--- src/rtl/msa_pkg.sv ---
// Shared types and default constants for the MSA fine-error tracker.
// The threshold/divider defaults are also used by the MSA ADC model.
package msa_pkg;

  typedef enum logic [1:0] {
    NULL_S = 2'd0,
    SLOW_S = 2'd1,
    FAST_S = 2'd2
  } trk_state_t;

  localparam int ERR_W_D       = 12;
  localparam int CNT_W_D       = 16;
  localparam int LADDER_BITS_D = 7;
  localparam int LO_ON_D       = 40;
  localparam int LO_OFF_D      = 30;
  localparam int HI_ON_D       = 680;
  localparam int HI_OFF_D      = 600;
  localparam int SLOW_DIV_D    = 64;
  localparam int FAST_DIV_D    = 4;
  localparam int SETTLE_CYC_D  = 8;
  localparam int PEND_MAX_D    = 15;

  // Hysteretic tracking-state transition, fed by precomputed magnitude compares.
  function automatic trk_state_t next_state(input trk_state_t cur,
                                            input logic       ge_lo_on,
                                            input logic       lt_lo_off,
                                            input logic       ge_hi_on,
                                            input logic       lt_hi_off);
    trk_state_t nxt;
    nxt = cur;
    case (cur)
      NULL_S: begin
        if (ge_hi_on)      nxt = FAST_S;
        else if (ge_lo_on) nxt = SLOW_S;
        else               nxt = NULL_S;
      end
      SLOW_S: begin
        if (ge_hi_on)       nxt = FAST_S;
        else if (lt_lo_off) nxt = NULL_S;
        else                nxt = SLOW_S;
      end
      FAST_S: begin
        if (lt_lo_off)      nxt = NULL_S;
        else if (lt_hi_off) nxt = SLOW_S;
        else                nxt = FAST_S;
      end
      default: nxt = NULL_S;
    endcase
    return nxt;
  endfunction

endpackage

--- src/rtl/msa_pulse_queue.sv ---
// Saturating signed pending-pulse counter with a valid/ready drain port.
// Positive pending means up-pulses owed downstream, negative means down-pulses.
module msa_pulse_queue
  import msa_pkg::*;
#(
  parameter int PEND_MAX = PEND_MAX_D
) (
  input  logic clk,
  input  logic rst,
  input  logic clear,
  input  logic step,
  input  logic step_up,
  input  logic pulse_ready,
  output logic pulse_valid,
  output logic pulse_dir,
  output logic pend_ovf
);

  localparam int PEND_W = $clog2(PEND_MAX + 1) + 1;
  localparam logic signed [PEND_W-1:0] PMAX_P = PEND_W'(PEND_MAX);
  localparam logic signed [PEND_W-1:0] PMAX_N = -PMAX_P;
  localparam logic signed [PEND_W-1:0] ONE_P  = PEND_W'(1);
  localparam logic signed [PEND_W-1:0] ZERO_P = {PEND_W{1'b0}};

  logic signed [PEND_W-1:0] pend_r;
  logic signed [PEND_W-1:0] base_s;
  logic signed [PEND_W-1:0] next_s;
  logic                     ovf_set_s;
  logic                     valid_r;
  logic                     dir_r;
  logic                     ovf_r;

  // Net effect of an accepted pulse and a new step in the same cycle.
  always_comb begin
    base_s    = pend_r;
    next_s    = pend_r;
    ovf_set_s = 1'b0;
    if (valid_r && pulse_ready) begin
      if (pend_r[PEND_W-1]) base_s = pend_r + ONE_P;
      else                  base_s = pend_r - ONE_P;
    end else begin
      base_s = pend_r;
    end
    if (step) begin
      if (step_up) begin
        if (base_s == PMAX_P) begin
          next_s    = base_s;
          ovf_set_s = 1'b1;
        end else begin
          next_s = base_s + ONE_P;
        end
      end else begin
        if (base_s == PMAX_N) begin
          next_s    = base_s;
          ovf_set_s = 1'b1;
        end else begin
          next_s = base_s - ONE_P;
        end
      end
    end else begin
      next_s = base_s;
    end
  end

  // Pending count and its registered handshake view; overflow flag is sticky.
  always_ff @(posedge clk) begin
    if (rst) begin
      pend_r  <= ZERO_P;
      valid_r <= 1'b0;
      dir_r   <= 1'b0;
      ovf_r   <= 1'b0;
    end else if (clear) begin
      pend_r  <= ZERO_P;
      valid_r <= 1'b0;
      dir_r   <= 1'b0;
    end else begin
      pend_r  <= next_s;
      valid_r <= (next_s != ZERO_P);
      dir_r   <= (!next_s[PEND_W-1]) && (next_s != ZERO_P);
      ovf_r   <= ovf_r | ovf_set_s;
    end
  end

  assign pulse_valid = valid_r;
  assign pulse_dir   = dir_r;
  assign pend_ovf    = ovf_r;

endmodule

--- src/rtl/msa_fine_tracker.sv ---
// Clocked MSA fine-error tracker: hysteretic NULL/SLOW/FAST detection,
// rate-divided stepping of the read counter with post-step settling,
// active-low ladder drive and a handshaked count-pulse stream.
module msa_fine_tracker
  import msa_pkg::*;
#(
  parameter int ERR_W       = ERR_W_D,
  parameter int CNT_W       = CNT_W_D,
  parameter int LADDER_BITS = LADDER_BITS_D,
  parameter int LO_ON       = LO_ON_D,
  parameter int LO_OFF      = LO_OFF_D,
  parameter int HI_ON       = HI_ON_D,
  parameter int HI_OFF      = HI_OFF_D,
  parameter int SLOW_DIV    = SLOW_DIV_D,
  parameter int FAST_DIV    = FAST_DIV_D,
  parameter int SETTLE_CYC  = SETTLE_CYC_D,
  parameter int PEND_MAX    = PEND_MAX_D
) (
  input  logic                    clk,
  input  logic                    rst,
  input  logic signed [ERR_W-1:0] err,
  input  logic                    zero_cmd,
  output logic [CNT_W-1:0]        cnt,
  output logic [LADDER_BITS-1:0]  ladder_n,
  output logic                    tlf1,
  output logic                    tlf2,
  output logic                    pulse_valid,
  output logic                    pulse_dir,
  input  logic                    pulse_ready,
  output logic                    pend_ovf
);

  localparam int MAG_W  = ERR_W - 1;
  localparam int RATE_W = (SLOW_DIV > FAST_DIV) ? $clog2(SLOW_DIV) : $clog2(FAST_DIV);
  localparam int SET_W  = $clog2(SETTLE_CYC + 1);

  localparam logic [MAG_W-1:0]  LO_ON_M    = MAG_W'(LO_ON);
  localparam logic [MAG_W-1:0]  LO_OFF_M   = MAG_W'(LO_OFF);
  localparam logic [MAG_W-1:0]  HI_ON_M    = MAG_W'(HI_ON);
  localparam logic [MAG_W-1:0]  HI_OFF_M   = MAG_W'(HI_OFF);
  localparam logic [MAG_W-1:0]  MAG_ONE    = MAG_W'(1);
  localparam logic [RATE_W-1:0] SLOW_LAST  = RATE_W'(SLOW_DIV - 1);
  localparam logic [RATE_W-1:0] FAST_LAST  = RATE_W'(FAST_DIV - 1);
  localparam logic [RATE_W-1:0] RATE_ONE   = RATE_W'(1);
  localparam logic [SET_W-1:0]  SET_LOAD   = SET_W'(SETTLE_CYC);
  localparam logic [SET_W-1:0]  SET_ONE    = SET_W'(1);
  localparam logic [CNT_W-1:0]  CNT_ONE    = CNT_W'(1);

  trk_state_t             state_r;
  trk_state_t             next_s;
  logic [CNT_W-1:0]       cnt_r;
  logic [RATE_W-1:0]      rate_r;
  logic [RATE_W-1:0]      div_last_s;
  logic [SET_W-1:0]       settle_r;
  logic [LADDER_BITS-1:0] ladder_r;
  logic [MAG_W-1:0]       mag_s;
  logic                   tlf1_r;
  logic                   tlf2_r;
  logic                   step_s;
  logic                   step_up_s;

  // |err|, with the most negative code clamped to the largest positive magnitude.
  always_comb begin
    mag_s = err[MAG_W-1:0];
    if (err[ERR_W-1]) begin
      if (err[MAG_W-1:0] == {MAG_W{1'b0}}) mag_s = {MAG_W{1'b1}};
      else                                 mag_s = ~err[MAG_W-1:0] + MAG_ONE;
    end else begin
      mag_s = err[MAG_W-1:0];
    end
  end

  // Candidate next state and the rate-counter terminal value for the current state.
  always_comb begin
    next_s = next_state(state_r, (mag_s >= LO_ON_M), (mag_s < LO_OFF_M),
                        (mag_s >= HI_ON_M), (mag_s < HI_OFF_M));
    if (state_r == FAST_S) div_last_s = FAST_LAST;
    else                   div_last_s = SLOW_LAST;
  end

  // A step happens only when settled, the state holds, and the divider has expired.
  assign step_s = !rst && !zero_cmd && (settle_r == {SET_W{1'b0}}) &&
                  (next_s == state_r) && (state_r != NULL_S) && (rate_r == div_last_s);
  assign step_up_s = ~err[ERR_W-1];

  // Tracking state, rate divider, settle timer, read counter and threshold flags.
  always_ff @(posedge clk) begin
    if (rst || zero_cmd) begin
      state_r  <= NULL_S;
      cnt_r    <= {CNT_W{1'b0}};
      rate_r   <= {RATE_W{1'b0}};
      settle_r <= {SET_W{1'b0}};
      tlf1_r   <= 1'b0;
      tlf2_r   <= 1'b0;
    end else if (settle_r != {SET_W{1'b0}}) begin
      settle_r <= settle_r - SET_ONE;
    end else if (next_s != state_r) begin
      state_r <= next_s;
      rate_r  <= {RATE_W{1'b0}};
      tlf1_r  <= (next_s != NULL_S);
      tlf2_r  <= (next_s == FAST_S);
    end else if (step_s) begin
      if (step_up_s) cnt_r <= cnt_r + CNT_ONE;
      else           cnt_r <= cnt_r - CNT_ONE;
      rate_r   <= {RATE_W{1'b0}};
      settle_r <= SET_LOAD;
    end else if (state_r != NULL_S) begin
      rate_r <= rate_r + RATE_ONE;
    end else begin
      rate_r <= {RATE_W{1'b0}};
    end
  end

  // Ladder switches are active-low copies of the counter LSBs, one cycle behind.
  always_ff @(posedge clk) begin
    if (rst) ladder_r <= {LADDER_BITS{1'b1}};
    else     ladder_r <= ~cnt_r[LADDER_BITS-1:0];
  end

  msa_pulse_queue #(
    .PEND_MAX(PEND_MAX)
  ) u_pulse_queue (
    .clk        (clk),
    .rst        (rst),
    .clear      (zero_cmd),
    .step       (step_s),
    .step_up    (step_up_s),
    .pulse_ready(pulse_ready),
    .pulse_valid(pulse_valid),
    .pulse_dir  (pulse_dir),
    .pend_ovf   (pend_ovf)
  );

  assign cnt      = cnt_r;
  assign ladder_n = ladder_r;
  assign tlf1     = tlf1_r;
  assign tlf2     = tlf2_r;

endmodule
--- config.mk ---
export PLATFORM = sky130hd
export DESIGN_NAME = msa_fine_tracker
export DESIGN_NICKNAME = d
export VERILOG_FILES = /design/src/rtl/msa_pkg.sv /design/src/rtl/msa_pulse_queue.sv /design/src/rtl/msa_fine_tracker.sv
export SDC_FILE = /design/constraint.sdc
export NUM_CORES = 1
export LEC_CHECK = 0
export BUFFER_PORTS_ARGS = -buffer_cell sky130_fd_sc_hd__buf_2
export CAP_MARGIN = 10
export CORE_ASPECT_RATIO = 1.75
export CORE_UTILIZATION = 60
export CTS_CLUSTER_DIAMETER = 60
export DETAILED_ROUTE_END_ITERATION = 8
export PLACE_DENSITY = 0.82
export SLEW_MARGIN = 15
export SYNTH_ARGS = -nofsm -noshare
export SYNTH_HDL_FRONTEND = slang
export SYNTH_SLANG_ARGS = --single-unit
--- constraint.sdc ---
create_clock -name clk -period 6.3 [get_ports clk]
set_input_delay 0.945 -clock clk [delete_from_list [all_inputs] [get_ports clk]]
set_output_delay 0.945 -clock clk [all_outputs]
set_load 0.01 [all_outputs]
==> summary by stage <==
Timing
The slew at the pin with the worst max-slew slack is 0.919 ns. Hold is met by 0.441 ns. The setup TNS is 0 ns. The headroom to the max-slew limit is 0.382.

For this run, the top clock speed supported by timing is 0.244 GHz. Setup violations remaining at the end of the flow were counted as 0. The number of pins exceeding their max-slew limit in the final report is 0. Setup repair after global routing left no endpoint under its margin.

The clock arrives with between 0.005 and 0.006 ns of skew. The time the worst path needs with I/O delays and setup is 4.10 ns. In the finished design, the share of the clock period the worst path needs comes to 0.650.

The final hold violation count was 0.

Synth
The synthesized netlist contains between 70 and 80 unique library cells. In the synthesized netlist the async set-or-reset flop fraction comes to 0. Counting flops with a built-in enable in the synthesized netlist gives 0. The average cell area after synthesis is 8.03 µm². For this run, the register share of the synthesized area comes to 0.262. In this run, synthesis produced a sequential element count of 45.

The mapped netlist covers 0.00344 mm². Synthesis produced a netlist whose cell count is 428. Synthesis produced a netlist with a net count of 468. The main flop type after synthesis is dfxtp_1. The total of warnings raised by yosys is 0.

Finish
In the final layout, the share of cells above drive strength 1 is 0.182. Relative to the synthesized area, the layout overhead comes to 10.3%. The number of nets in the finished design is slightly above 500. The repair_antennas step left the layout with diodes totalling 0.

The fill cell total of the finished layout is roughly 480.

Min path
The critical hold path startpoint is cnt[4]. The path class of the lowest-slack min-delay path is flop to flop. For hold timing, the worst endpoint is ladder_n[4].

The number of cells on the worst hold path is 1.

Clocking
The post-cts gate resize count is 0. The number of hold buffers added after cts is 0. The root buffer selected by CTS is clkbuf_8. The worst-skew pair later-pin latency is 0.31 ns.

The total number of clock tree sinks is 45. The maximum clock insertion buffer count is 2. The clock tree synthesis step divided the H-tree into 2 levels.

TritonCTS created 5 clock buffers. The total setup buffers inserted after CTS is 0. The clock tree from TritonCTS is built. The clock transition at the registers of the reported paths is 0.08 ns.

GRT
The overall fraction of global-route tracks in use is 0.290. The number of antenna violations at the first check in global routing is 0. The total overflow reported by the global router is 0. The maximum number of pins on one net before global-route repair is 40. The first global-routing pass estimated 13500 µm of wire.

The via count of the first global-routing pass is about 3200.

Power
The highest ir drop seen on vdd is ~200 µV. The power per standard cell area is 159 mW/mm². The leakage power summed over all cells is 1.50 nW.

Floorplan
The area enclosed by the die boundary is a little over 0.006 mm². After floorplanning, the core was divided into 36 placement rows. In this run the vertical extent of the chip is 102 µm. The initial utilization of the core area, before any placement, comes to 0.620.

From left edge to right edge, the die measures ~60 µm. For this design the top-level I/O count stands at 44. The area of the placeable core is 0.00554 mm².

Placement
The HPWL reported at the end of detailed placement is 6190 µm. Routability-driven placement finished with a final weighted congestion of between 0.9 and 1. The number of I/O port buffers is 43.

Worst setup path
Setup slack on the worst reg-to-reg path comes out at 3.02 ns. The worst setup path is of the primary input to flop kind. The number of buffers and inverters on the critical path is 2. The cell family with the largest share of critical-path delay is buffers and inverters. Walking the worst path, the cells encountered are buf_2 -> inv_1 -> fa_1 -> nor2b_1 -> o21ai_0 -> a21boi_0 -> o21ai_0 -> a211oi_1 -> nor3_1 -> or4_1 -> a41o_1 -> nand2_1. STA classifies the critical path startpoint as a primary input. The worst register-to-register path ends at u_pulse_queue.pulse_valid. For the worst setup path, the data arrival time is around 4.4 ns.

In this run the worst path has a maximum fanout of 39. On the critical path, the stage with the largest delay is an instance of fa_1. The startpoint identified for the worst register-to-register timing path is u_pulse_queue.pend_r[4]. The largest single stage delay on the critical path is 0.56 ns. Measured in cells, the most critical reg-to-reg path has a length of 11. STA classifies the critical path endpoint as a flop. The data required time at the worst endpoint is 6.56 ns.

Among the stages of the critical path, the cell type that occurs most often is o21ai_0.

Route
In this run the remaining antenna-violating nets after routing total 0. The total DRC errors in the routed layout is 0. In the routed layout, each cell is associated on average with a via count of 6.17.

After detailed routing, the total wire length is 8340 µm. The total vias in the final route is 3345. Dividing the detail-routed wire length by the instance count gives between 15 and 20 µm. The pre-antenna-repair detailed-routing pass consisted of 5 iterations. The violation count after the first detailed-route iteration is 180.

Run
The reported max-cap violation count is 0.

Outcome
The flow ran to the end, and the final reports show no timing, DRC or antenna violations.
==> through the flow <==
step	util	setup WS, ns	std cells	instance area, µm²	power (mW)
detailed placement	0.663	1.89	534	3670	0.381
CTS	0.684	2.20	542	3790	0.607
floorplan	-	2.53	428	3440	0.356
global route	0.684	1.89	542	3790	0.629
finish	0.684	2.20	542	3790	0.603
global placement	0.663	1.98	534	3670	0.378
==> per-layer routing <==
metal	vias to the layer above	track usage	part of all wire
met4	0	0.190	0.037
met3	25	0.0532	0.029
met1	1587	0.270	0.38
met5	-	0	0
li1	1651	-	-
met2	82	0.547	0.56
==> sequential cells by signal (all words and copies together) (netlist names) <==
signal                     count
cnt                           16
ladder_n                       7
rate_r                         6
u_pulse_queue.pend_r           5
settle_r                       4
state_r                        2
tlf1                           1
tlf2                           1
u_pulse_queue.pend_ovf         1
u_pulse_queue.pulse_dir        1
u_pulse_queue.pulse_valid      1
==> worst max path at each step <==
| stage | cells after the start | slack [ns] | endpoint | from |
|---|---|---|---|---|
| 3_5_place_dp | 12 | 1.89 | cnt[14] | err[11] |
| 3_3_place_gp | 12 | 1.98 | cnt[14] | err[11] |
| 4_1_cts | 12 | 2.20 | cnt[14] | err[11] |
| 5_1_grt | 12 | 1.89 | cnt[14] | err[11] |
| 6_report | 12 | 2.20 | cnt[14] | err[11] |
| 2_1_floorplan | 14 | 2.53 | cnt[15] | err[1] |
==> power breakdown <==
part / switching (mW) / internal [mW]
Sequential: 0.00229 / 0.286
Clock: 0.0982 / 0.129
Combinational: 0.0554 / 0.0315
Total: 0.156 / 0.447
==> layout by cell type, fill, tap and decap left out, types with 5 or more instances in the layout <==
master and instances:
dfxtp_1 45, nand2b_1 13, a211oi_1 6, a21oi_2 7, nand2_1 40, nor3_1 11
or3_1 7, o21ai_0 19, or2_2 5, clkbuf_8 6, nor2b_1 5, nor2_1 34
a21o_1 5, a31oi_1 11, xnor2_1 15, nand3_1 15, o211ai_1 5, inv_1 16
and3_1 5, mux2i_1 6, buf_2 43, a21oi_1 40, ha_1 22, nand2_2 7
==> kinds of logic (layout without fill, tap and decap cells) <==
kind of cell | after synthesis | count (layout) | share of synthesized area
buf+inv | 30 | 68 | 0.0412
compound gates | 135 | 135 | 0.274
flops | 45 | 45 | 0.262
simple gates | 169 | 169 | 0.264
fa+ha+maj | 24 | 24 | 0.0918
mux | 7 | 7 | 0.0208
xor+xnor | 18 | 18 | 0.0459
==> layout make-up <==
cell class / instances / area [µm²] / area share
multi-input cells: 353 / 2390 / 0.632
flip-flops and latches: 45 / 901 / 0.238
repair buffers: 44 / 223 / 0.0588
well taps: 76 / 95.1 / 0.0251
clock buffers: 7 / 86.3 / 0.0228
inverters: 16 / 60.1 / 0.0159
clock inverters: 1 / 30.0 / 0.00793
==> cells in the mapped netlist (3+ instances only) <==
| master | number | area (µm²) |
|---|---|---|
| dfxtp_1 | 45 | 901 |
| nor2b_1 | 5 | 31.3 |
| clkbuf_1 | 6 | 22.5 |
| xor2_1 | 3 | 26.3 |
| or3_1 | 7 | 43.8 |
| or2_2 | 5 | 31.3 |
| a22o_1 | 3 | 26.3 |
| nor4_1 | 4 | 25.0 |
| and2_1 | 3 | 18.8 |
| a31oi_1 | 11 | 68.8 |
| a21o_1 | 5 | 37.5 |
| nor2_1 | 34 | 128 |
| and3_1 | 5 | 31.3 |
| or4_1 | 3 | 22.5 |
| nand2_2 | 7 | 43.8 |
| nand3_1 | 15 | 75.1 |
| nor3_1 | 11 | 55.1 |
| ha_1 | 22 | 275 |
| inv_1 | 16 | 60.1 |
| nand2_1 | 40 | 150 |
| mux2i_1 | 6 | 60.1 |
| nand2b_1 | 13 | 81.3 |
| a21oi_2 | 7 | 61.3 |
| xnor2_1 | 15 | 131 |
| o21a_1 | 3 | 22.5 |
| o21ai_1 | 4 | 20.0 |
| nand4_1 | 3 | 18.8 |
| o211ai_1 | 5 | 37.5 |
| a211oi_1 | 6 | 45.0 |
| buf_6 | 3 | 33.8 |
| o21ai_0 | 19 | 95.1 |
| a21oi_1 | 40 | 200 |
No activity file was read; power rests on OpenSTA's default activity.
